`config.mk`:
```
export PLATFORM = sky130hd
export DESIGN_NAME = game_flow_controller
export DESIGN_NICKNAME = d
export VERILOG_FILES = /design/src/rtl/game_pkg.sv /design/src/rtl/game_flow_controller_key_press_detect.sv /design/src/rtl/game_flow_controller.sv
export SDC_FILE = /design/constraint.sdc
export NUM_CORES = 1
export LEC_CHECK = 0
export ABC_AREA = 0
export BUFFER_PORTS_ARGS = -buffer_cell sky130_fd_sc_hd__buf_4
export CELL_PAD_IN_SITES_DETAIL_PLACEMENT = 1
export CELL_PAD_IN_SITES_GLOBAL_PLACEMENT = 1
export CORE_MARGIN = 2
export CORE_UTILIZATION = 35
export DETAILED_ROUTE_END_ITERATION = 10
export PLACE_DENSITY_LB_ADDON = 0.1
export SYNTH_ARGS = -nofsm -noshare
export SYNTH_HDL_FRONTEND = slang
export SYNTH_SLANG_ARGS = --single-unit
```
`constraint.sdc`:
```
create_clock -name Clk -period 2.3 [get_ports Clk]
set_input_delay 0.115 -clock Clk [delete_from_list [all_inputs] [get_ports Clk]]
set_output_delay 0.115 -clock Clk [all_outputs]
set_load 0.005 [all_outputs]
```
`src/rtl/game_pkg.sv`:
```
// Shared types and constants for the game flow controller and the blocks that consume its state.
package game_pkg;

  typedef enum logic [2:0] {
    ST_START      = 3'd0,
    ST_PLAY       = 3'd1,
    ST_PAUSE      = 3'd2,
    ST_RESPAWN    = 3'd3,
    ST_LEVEL_XFER = 3'd4,
    ST_GAMEOVER   = 3'd5,
    ST_WIN        = 3'd6
  } game_state_t;

  localparam logic [7:0] KEY_PAUSE = 8'h29;
  localparam int         LIVES_W   = 4;

  function automatic int max_int(input int a, input int b);
    return (a > b) ? a : b;
  endfunction

endpackage

```
`src/rtl/game_flow_controller_key_press_detect.sv`:
```
// Turns the raw keycode into a single-cycle press: a fresh nonzero code after an idle (zero) cycle.
module key_press_detect (
  input  logic       Clk,
  input  logic       Reset,
  input  logic [7:0] keycode,
  output logic       keyPress,
  output logic [7:0] pressCode
);

  logic [7:0] keycode_q_r;

  // Previous-cycle keycode, used to suppress repeats while a key is held
  always_ff @(posedge Clk or negedge Reset) begin
    if (!Reset) begin
      keycode_q_r <= 8'h00;
    end else begin
      keycode_q_r <= keycode;
    end
  end

  // A switch between two nonzero codes is deliberately not a press
  always_comb begin
    keyPress  = (keycode != 8'h00) && (keycode_q_r == 8'h00);
    pressCode = keycode;
  end

endmodule

```
`src/rtl/game_flow_controller.sv`:
```
// Multi-level run sequencer: lives budget, pause, timed respawn and level transitions, win/game-over.
module game_flow_controller
  import game_pkg::*;
#(
  parameter int         NUM_LEVELS        = 3,
  parameter int         LIVES_INIT        = 3,
  parameter int         RESPAWN_CYCLES    = 120,
  parameter int         TRANSITION_CYCLES = 240,
  parameter logic [7:0] KEY_PAUSE         = game_pkg::KEY_PAUSE
) (
  input  logic                              Clk,
  input  logic                              Reset,
  input  logic [7:0]                        keycode,
  input  logic                              playerDead,
  input  logic                              levelComplete,
  output logic [2:0]                        gameState,
  output logic [$clog2(NUM_LEVELS+1)-1:0]   level,
  output logic [3:0]                        lives,
  output logic                              respawnPulse,
  output logic                              levelStartPulse
);

  localparam int LEVEL_W  = $clog2(NUM_LEVELS + 1);
  localparam int TIMER_RAW = $clog2(max_int(RESPAWN_CYCLES, TRANSITION_CYCLES));
  localparam int TIMER_W  = (TIMER_RAW < 1) ? 1 : TIMER_RAW;

  localparam logic [LEVEL_W-1:0] LAST_LEVEL   = LEVEL_W'(NUM_LEVELS - 1);
  localparam logic [LIVES_W-1:0] LIVES_START  = LIVES_W'(LIVES_INIT);
  localparam logic [TIMER_W-1:0] RESPAWN_LOAD = TIMER_W'(RESPAWN_CYCLES - 1);
  localparam logic [TIMER_W-1:0] XFER_LOAD    = TIMER_W'(TRANSITION_CYCLES - 1);

  game_state_t        state_r;
  logic [TIMER_W-1:0] timer_r;
  logic               key_press_s;
  logic [7:0]         press_code_s;
  logic               pause_press_s;

  key_press_detect u_key (
    .Clk       (Clk),
    .Reset     (Reset),
    .keycode   (keycode),
    .keyPress  (key_press_s),
    .pressCode (press_code_s)
  );

  assign pause_press_s = key_press_s && (press_code_s == KEY_PAUSE);
  assign gameState     = state_r;

  // Game sequencing; the timer is loaded with N-1 on entry so each timed phase spans exactly N cycles
  always_ff @(posedge Clk or negedge Reset) begin
    if (!Reset) begin
      state_r         <= ST_START;
      level           <= '0;
      lives           <= LIVES_START;
      timer_r         <= '0;
      respawnPulse    <= 1'b0;
      levelStartPulse <= 1'b0;
    end else begin
      respawnPulse    <= 1'b0;
      levelStartPulse <= 1'b0;
      case (state_r)
        ST_START, ST_GAMEOVER: begin
          if (key_press_s) begin
            state_r         <= ST_PLAY;
            lives           <= LIVES_START;
            level           <= '0;
            levelStartPulse <= 1'b1;
          end
        end
        ST_PLAY: begin
          if (playerDead) begin
            if (lives <= 4'd1) begin
              state_r <= ST_GAMEOVER;
              lives   <= 4'd0;
            end else begin
              state_r <= ST_RESPAWN;
              lives   <= lives - 4'd1;
              timer_r <= RESPAWN_LOAD;
            end
          end else if (levelComplete) begin
            if (level >= LAST_LEVEL) begin
              state_r <= ST_WIN;
            end else begin
              state_r <= ST_LEVEL_XFER;
              timer_r <= XFER_LOAD;
            end
          end else if (pause_press_s) begin
            state_r <= ST_PAUSE;
          end
        end
        ST_PAUSE: begin
          if (pause_press_s) begin
            state_r <= ST_PLAY;
          end
        end
        ST_RESPAWN: begin
          if (timer_r == '0) begin
            state_r      <= ST_PLAY;
            respawnPulse <= 1'b1;
          end else begin
            timer_r <= timer_r - TIMER_W'(1);
          end
        end
        ST_LEVEL_XFER: begin
          if (timer_r == '0) begin
            state_r         <= ST_PLAY;
            levelStartPulse <= 1'b1;
            if (level < LAST_LEVEL) begin
              level <= level + LEVEL_W'(1);
            end
          end else begin
            timer_r <= timer_r - TIMER_W'(1);
          end
        end
        ST_WIN: begin
          if (key_press_s) begin
            state_r <= ST_START;
          end
        end
        default: begin
          state_r <= ST_START;
        end
      endcase
    end
  end

endmodule
```
# Word level (Yosys, flattened, before mapping)

Index checks and enable logic that the tools add are counted.

Register bits: 27
Bits of input ports: 12
Output and inout bits: 11

$add $sub $neg: 3
Order comparisons: 3
Equal/unequal tests: 19
Muxes and demuxes: 28
Reduce and logical (&&, ||, !) cells: 15

Operators by type and width:

| cell                                                | count |
|---|---|
| two-way mux 8 bit                                   | 5 |
| two-way mux 3 bit                                   | 8 |
| logical NOT 8 bit                                   | 2 |
| case mux 8 bit (2 select lines)                     | 1 |
| case mux 3 bit (5 select lines)                     | 1 |
| != test 2 bit, second input constant                | 7 |
| two-way mux 4 bit                                   | 3 |
| AND reduction 5 bit                                 | 2 |
| == test 3 bit, second input constant                | 3 |
| != test 3 bit, second input constant                | 3 |
| == test 8 x 6 -> 1 bit, second input constant       | 1 |
| two-way mux 2 bit                                   | 4 |
| case mux 4 bit (2 select lines)                     | 1 |
| nonzero test 8 bit                                  | 1 |
| subtractor 8 x 1 -> 8 bit, second input constant    | 1 |
| == test 3 x 2 -> 1 bit, second input constant       | 2 |
| nonzero test 2 bit                                  | 3 |
| <= comparator 4 x 1 -> 1 bit, second input constant | 1 |
| != test 4 bit, second input constant                | 1 |
| case mux 2 bit (2 select lines)                     | 1 |
| AND reduction 4 bit                                 | 1 |
| OR reduction 2 bit                                  | 2 |
| subtractor 4 x 1 -> 4 bit, second input constant    | 1 |
| == test 3 x 1 -> 1 bit, second input constant       | 1 |
| 9 further kinds                                     | 12 |

# Longest topological paths before layout

Depth after elaboration: 7
Gate-level depth with buffers: 8

# Hierarchy

Synthesis repeated with hierarchy kept, for this count alone.

Cell total of the unflattened synthesis: 155
Area total of the unflattened synthesis: 1539.0 µm²

By module, submodules not included:

| module               | times used | cells each | area each (µm²) | seq. area each (µm²) |
|---|---|---|---|---|
| game_flow_controller | 1          | 134        | 1243.7          | 478.0 |
| key_press_detect     | 1          | 21         | 295.3           | 200.2 |

# Worst setup path before layout

Ideal clock, no wire load.

Path kind: reg-to-reg
From: register timer_r[0]
To: register level[0]
Arrival time: 1930 ps
Path slack: 230 ps
Cell stages (with the launch flop): 8
Path buffers: 1
Period minus slack after synthesis: 2070 ps
Path through: dfrtp_1 -> inv_1 -> ha_1 -> or4b_1 -> clkbuf_1 -> or4_1 -> o311ai_0 -> o21ai_0

Longest elaborated chain between the ends: 3

RTL lines:

| what                          | RTL line                    | source |
|---|---|---|
| start: declaration            | game_flow_controller.sv:33  | `logic [TIMER_W-1:0] timer_r;` |
| start signal: assignment      | game_flow_controller.sv:101 | `timer_r <= timer_r - TIMER_W'(1);` |
| start signal: assignment      | game_flow_controller.sv:112 | `timer_r <= timer_r - TIMER_W'(1);` |
| logical NOT 8 bit             | game_flow_controller.sv:105 | `if (timer_r == '0) begin` |
| != test 2 bit (no line)       | -                           |  |
| AND reduction 4 bit (no line) | -                           |  |
| end signal: assignment        | game_flow_controller.sv:109 | `level <= level + LEVEL_W'(1);` |
| end: declaration              | game_flow_controller.sv:17  | `output logic [$clog2(NUM_LEVELS+1)-1:0] level,` |

Every way passes these cells.
A chain may end at the register's enable or synchronous reset.

# Worst setup path after layout

Ends and elaborated chain as after synthesis.

==> flow_summary.json <==
{
  "outcome": "completed",
  "grt_pass1_wl_mm": 6.80,
  "slew_headroom_pct": 72.0,
  "slew_viol_final": 0,
  "internal_power_mw": 1.14,
  "synthCells": 157,
  "power_density_nw_per_um2": 1030,
  "worst_pin_slew_ps": 419,
  "clock-skew-final_ps": 9.15,
  "swShare_pct": 41.3,
  "p_comb_share_pct": 48.7,
  "reg2regPathDepth": 6,
  "die_h_um": 69.2,
  "finalNonFillerCells": 242,
  "antenna_found_initial": 0,
  "cts_tree": "built",
  "p_switching_uw": 801,
  "critPathKind": "reg -> reg",
  "dieWidth_um": 69.2,
  "critical_path.endpoint_type": "flop",
  "postCtsSetupRepairBufs": 0,
  "ys.warnings.count": 0,
  "drive_above_1_share_pct": 24.5,
  "setup-tns-final_ps": 0,
  "drc": 0,
  "clk_pin_slew_ps": 110,
  "dp_hpwl_mm": 2.94,
  "regToRegStartpoint": "timer_r[0]",
  "dieArea_um2": 4790,
  "seq_power_share_pct": 36.3,
  "crit_required_ps": 2450,
  "nets": 209,
  "worstPathArrival_ps": 2360,
  "fmax_mhz": 453,
  "core-area_um2": 4060,
  "gp_congestion": 0.841,
  "ir_drop_v": 0.000359,
  "vias": 1354,
  "numPortBuffers": 22,
  "seq_area_frac_synth_pct": 45.6,
  "r2r-end": "level[0]",
  "period_share_pct": 96.0,
  "rsz0062_at_grt": "false",
  "area_growth_pct": 26.1,
  "ys_top_cells_by_count": "dfrtp_1, o21ai_0, nor2_1",
  "power_mw": 1.94,
  "initial_core_util_pct": 36.7,
  "crit_path_max_fanout": 6,
  "cts-buffers-inserted": 3,
  "ys.flop_type": "dfrtp_1",
  "syn-num-nets": 173,
  "post-route-min-period_ps": 2210,
  "setup_viol": 0,
  "clock_latency_ps": 290,
  "timing.hold.ws_ps": 269,
  "pwr-share-clk_pct": 15.0,
  "synth_seq_cells": 27,
  "hold_viol_final": 0,
  "antenna_cells": 0,
  "dp_cells": 229,
  "viasPerCell": 5.60,
  "netlist_area_um2": 1490,
  "routed_wl_mm": 3.95,
  "drtIter0Drc": 34,
  "yosysUniqueCellTypes": 47,
  "start_kind": "flop",
  "row_count": 23,
  "hold_class": "in -> async",
  "synth-async-reset-ratio_pct": 100,
  "ff2ff_setup_slack_ps": 90,
  "synth_largest_area_cell": "dfrtp_1",
  "wl_per_cell_um": 16.3,
  "maxCapViolCount": 0,
  "yosys-top-cells-area": "dfrtp_1, o21ai_0, dfstp_2",
  "clock-sinks": 27,
  "avgSynthCellArea_um2": 9.48,
  "io_pins": 23,
  "first_pass_iters": 4,
  "grt-ovfl-total": 0,
  "grt_usage_pct": 17.3,
  "clock-root-buffer": "clkbuf_8",
  "synth_edf_count": 0,
  "ant_nets": 0,
  "first_global_vias": 1437,
  "power.leakage_nw": 0.795,
  "h-tree-depth": 1,
  "synth.most_common_cell": "dfrtp_1",
  "yosys.area.top_type_share_pct": 42.1,
  "grt_max_degree": 28,
  "clk_path_buf_depth": 2
}
[cell usage in the layout (no fill, tap or decap), drive strengths merged, types with 2 or more instances in the layout]
cell,count
buf,27
ha,4
nand2,9
mux2,3
o31ai,2
inv,10
o2bb2ai,2
o21ai,15
or4,6
o21bai,2
nand3,4
clkbuf,3
and3,3
a21oi,10
dlygate4sd3,9
dfrtp,25
nor3,9
a21o,2
or4b,3
dfstp,2
nor4,2
nor2,12
a31oi,5
[sequential cells by signal, indices dropped and copies added (netlist names)]
signal             flops
timer_r                8
respawnPulse           1
levelStartPulse        1
gameState              3
level                  2
u_key.keycode_q_r      8
lives                  4
[repair_timing]
item / CTS / global route
hold endpoints to repair: 33 / 0
gates resized for setup: 1 / 2
endpoints found under the setup margin: 1 / 1
hold buffers: 9 / 0
[per-stage QoR]
stage / util [%] / cell area (µm²) / setup WS [ps]
5_1_grt: 46.2 / 1880 / 28.2
2_1_floorplan: - / 1490 / 230
3_5_place_dp: 42.7 / 1730 / 6.68
6_report: 46.2 / 1880 / 91.8
3_3_place_gp: 42.7 / 1730 / 138
4_1_cts: 46.2 / 1870 / 49.6
[layer usage]
layer,vias up,GRT usage [%],part of all wire [%]
li1,656,-,-
met1,672,22.0,46
met2,22,30.8,51
met3,4,2.91,2.6
met4,0,3.49,0.68
met5,-,0,0
[layout make-up]
class                      count  area, µm²
fill                         455       2180
multi-input combinational    115        754
sequential                    27        679
timing repair buffer          36        293
tap                           50       62.6
clock buffer                   3       41.3
inverter                      10       37.5
clock inverter                 1       7.51
[worst max-delay path by stage]
stage               startpoint  endpoint  slack (ps)  cells past startpoint
global route        timer_r[0]  level[0]          30                      6
CTS                 timer_r[0]  level[0]          50                      6
global placement    timer_r[0]  level[0]         140                      6
floorplan           timer_r[0]  level[0]         230                      7
finish              timer_r[0]  level[0]          90                      6
detailed placement  timer_r[0]  level[0]           7                      6
[worst max-delay path, cell delays in order (launching register included)]
cell and delay [ps]:
dfrtp_2 450, inv_1 70, ha_1 200, or4b_4 520
or4_1 580, o311ai_0 130, o21ai_1 120
[power groups by stage]
stage	Sequential (mW)	Combinational (mW)	Clock [mW]
global route	0.723	1.07	0.322
detailed placement	0.710	0.934	0
floorplan	0.698	0.611	0
CTS	0.703	0.954	0.296
global placement	0.698	0.911	0
finish	0.703	0.944	0.290
[cells by family after synthesis]
kind of cell	after synthesis	share of synthesized area, %
DFF	27	45.6
adders and majority gates	4	3.36
buffers and inverters	15	3.95
muxes	4	2.94
xor gates and xnor gates	1	0.589
and+or+nand+nor	58	22.6
AOI/OAI and AO/OA	48	20.9
No activity file was read; power rests on OpenSTA's default activity.
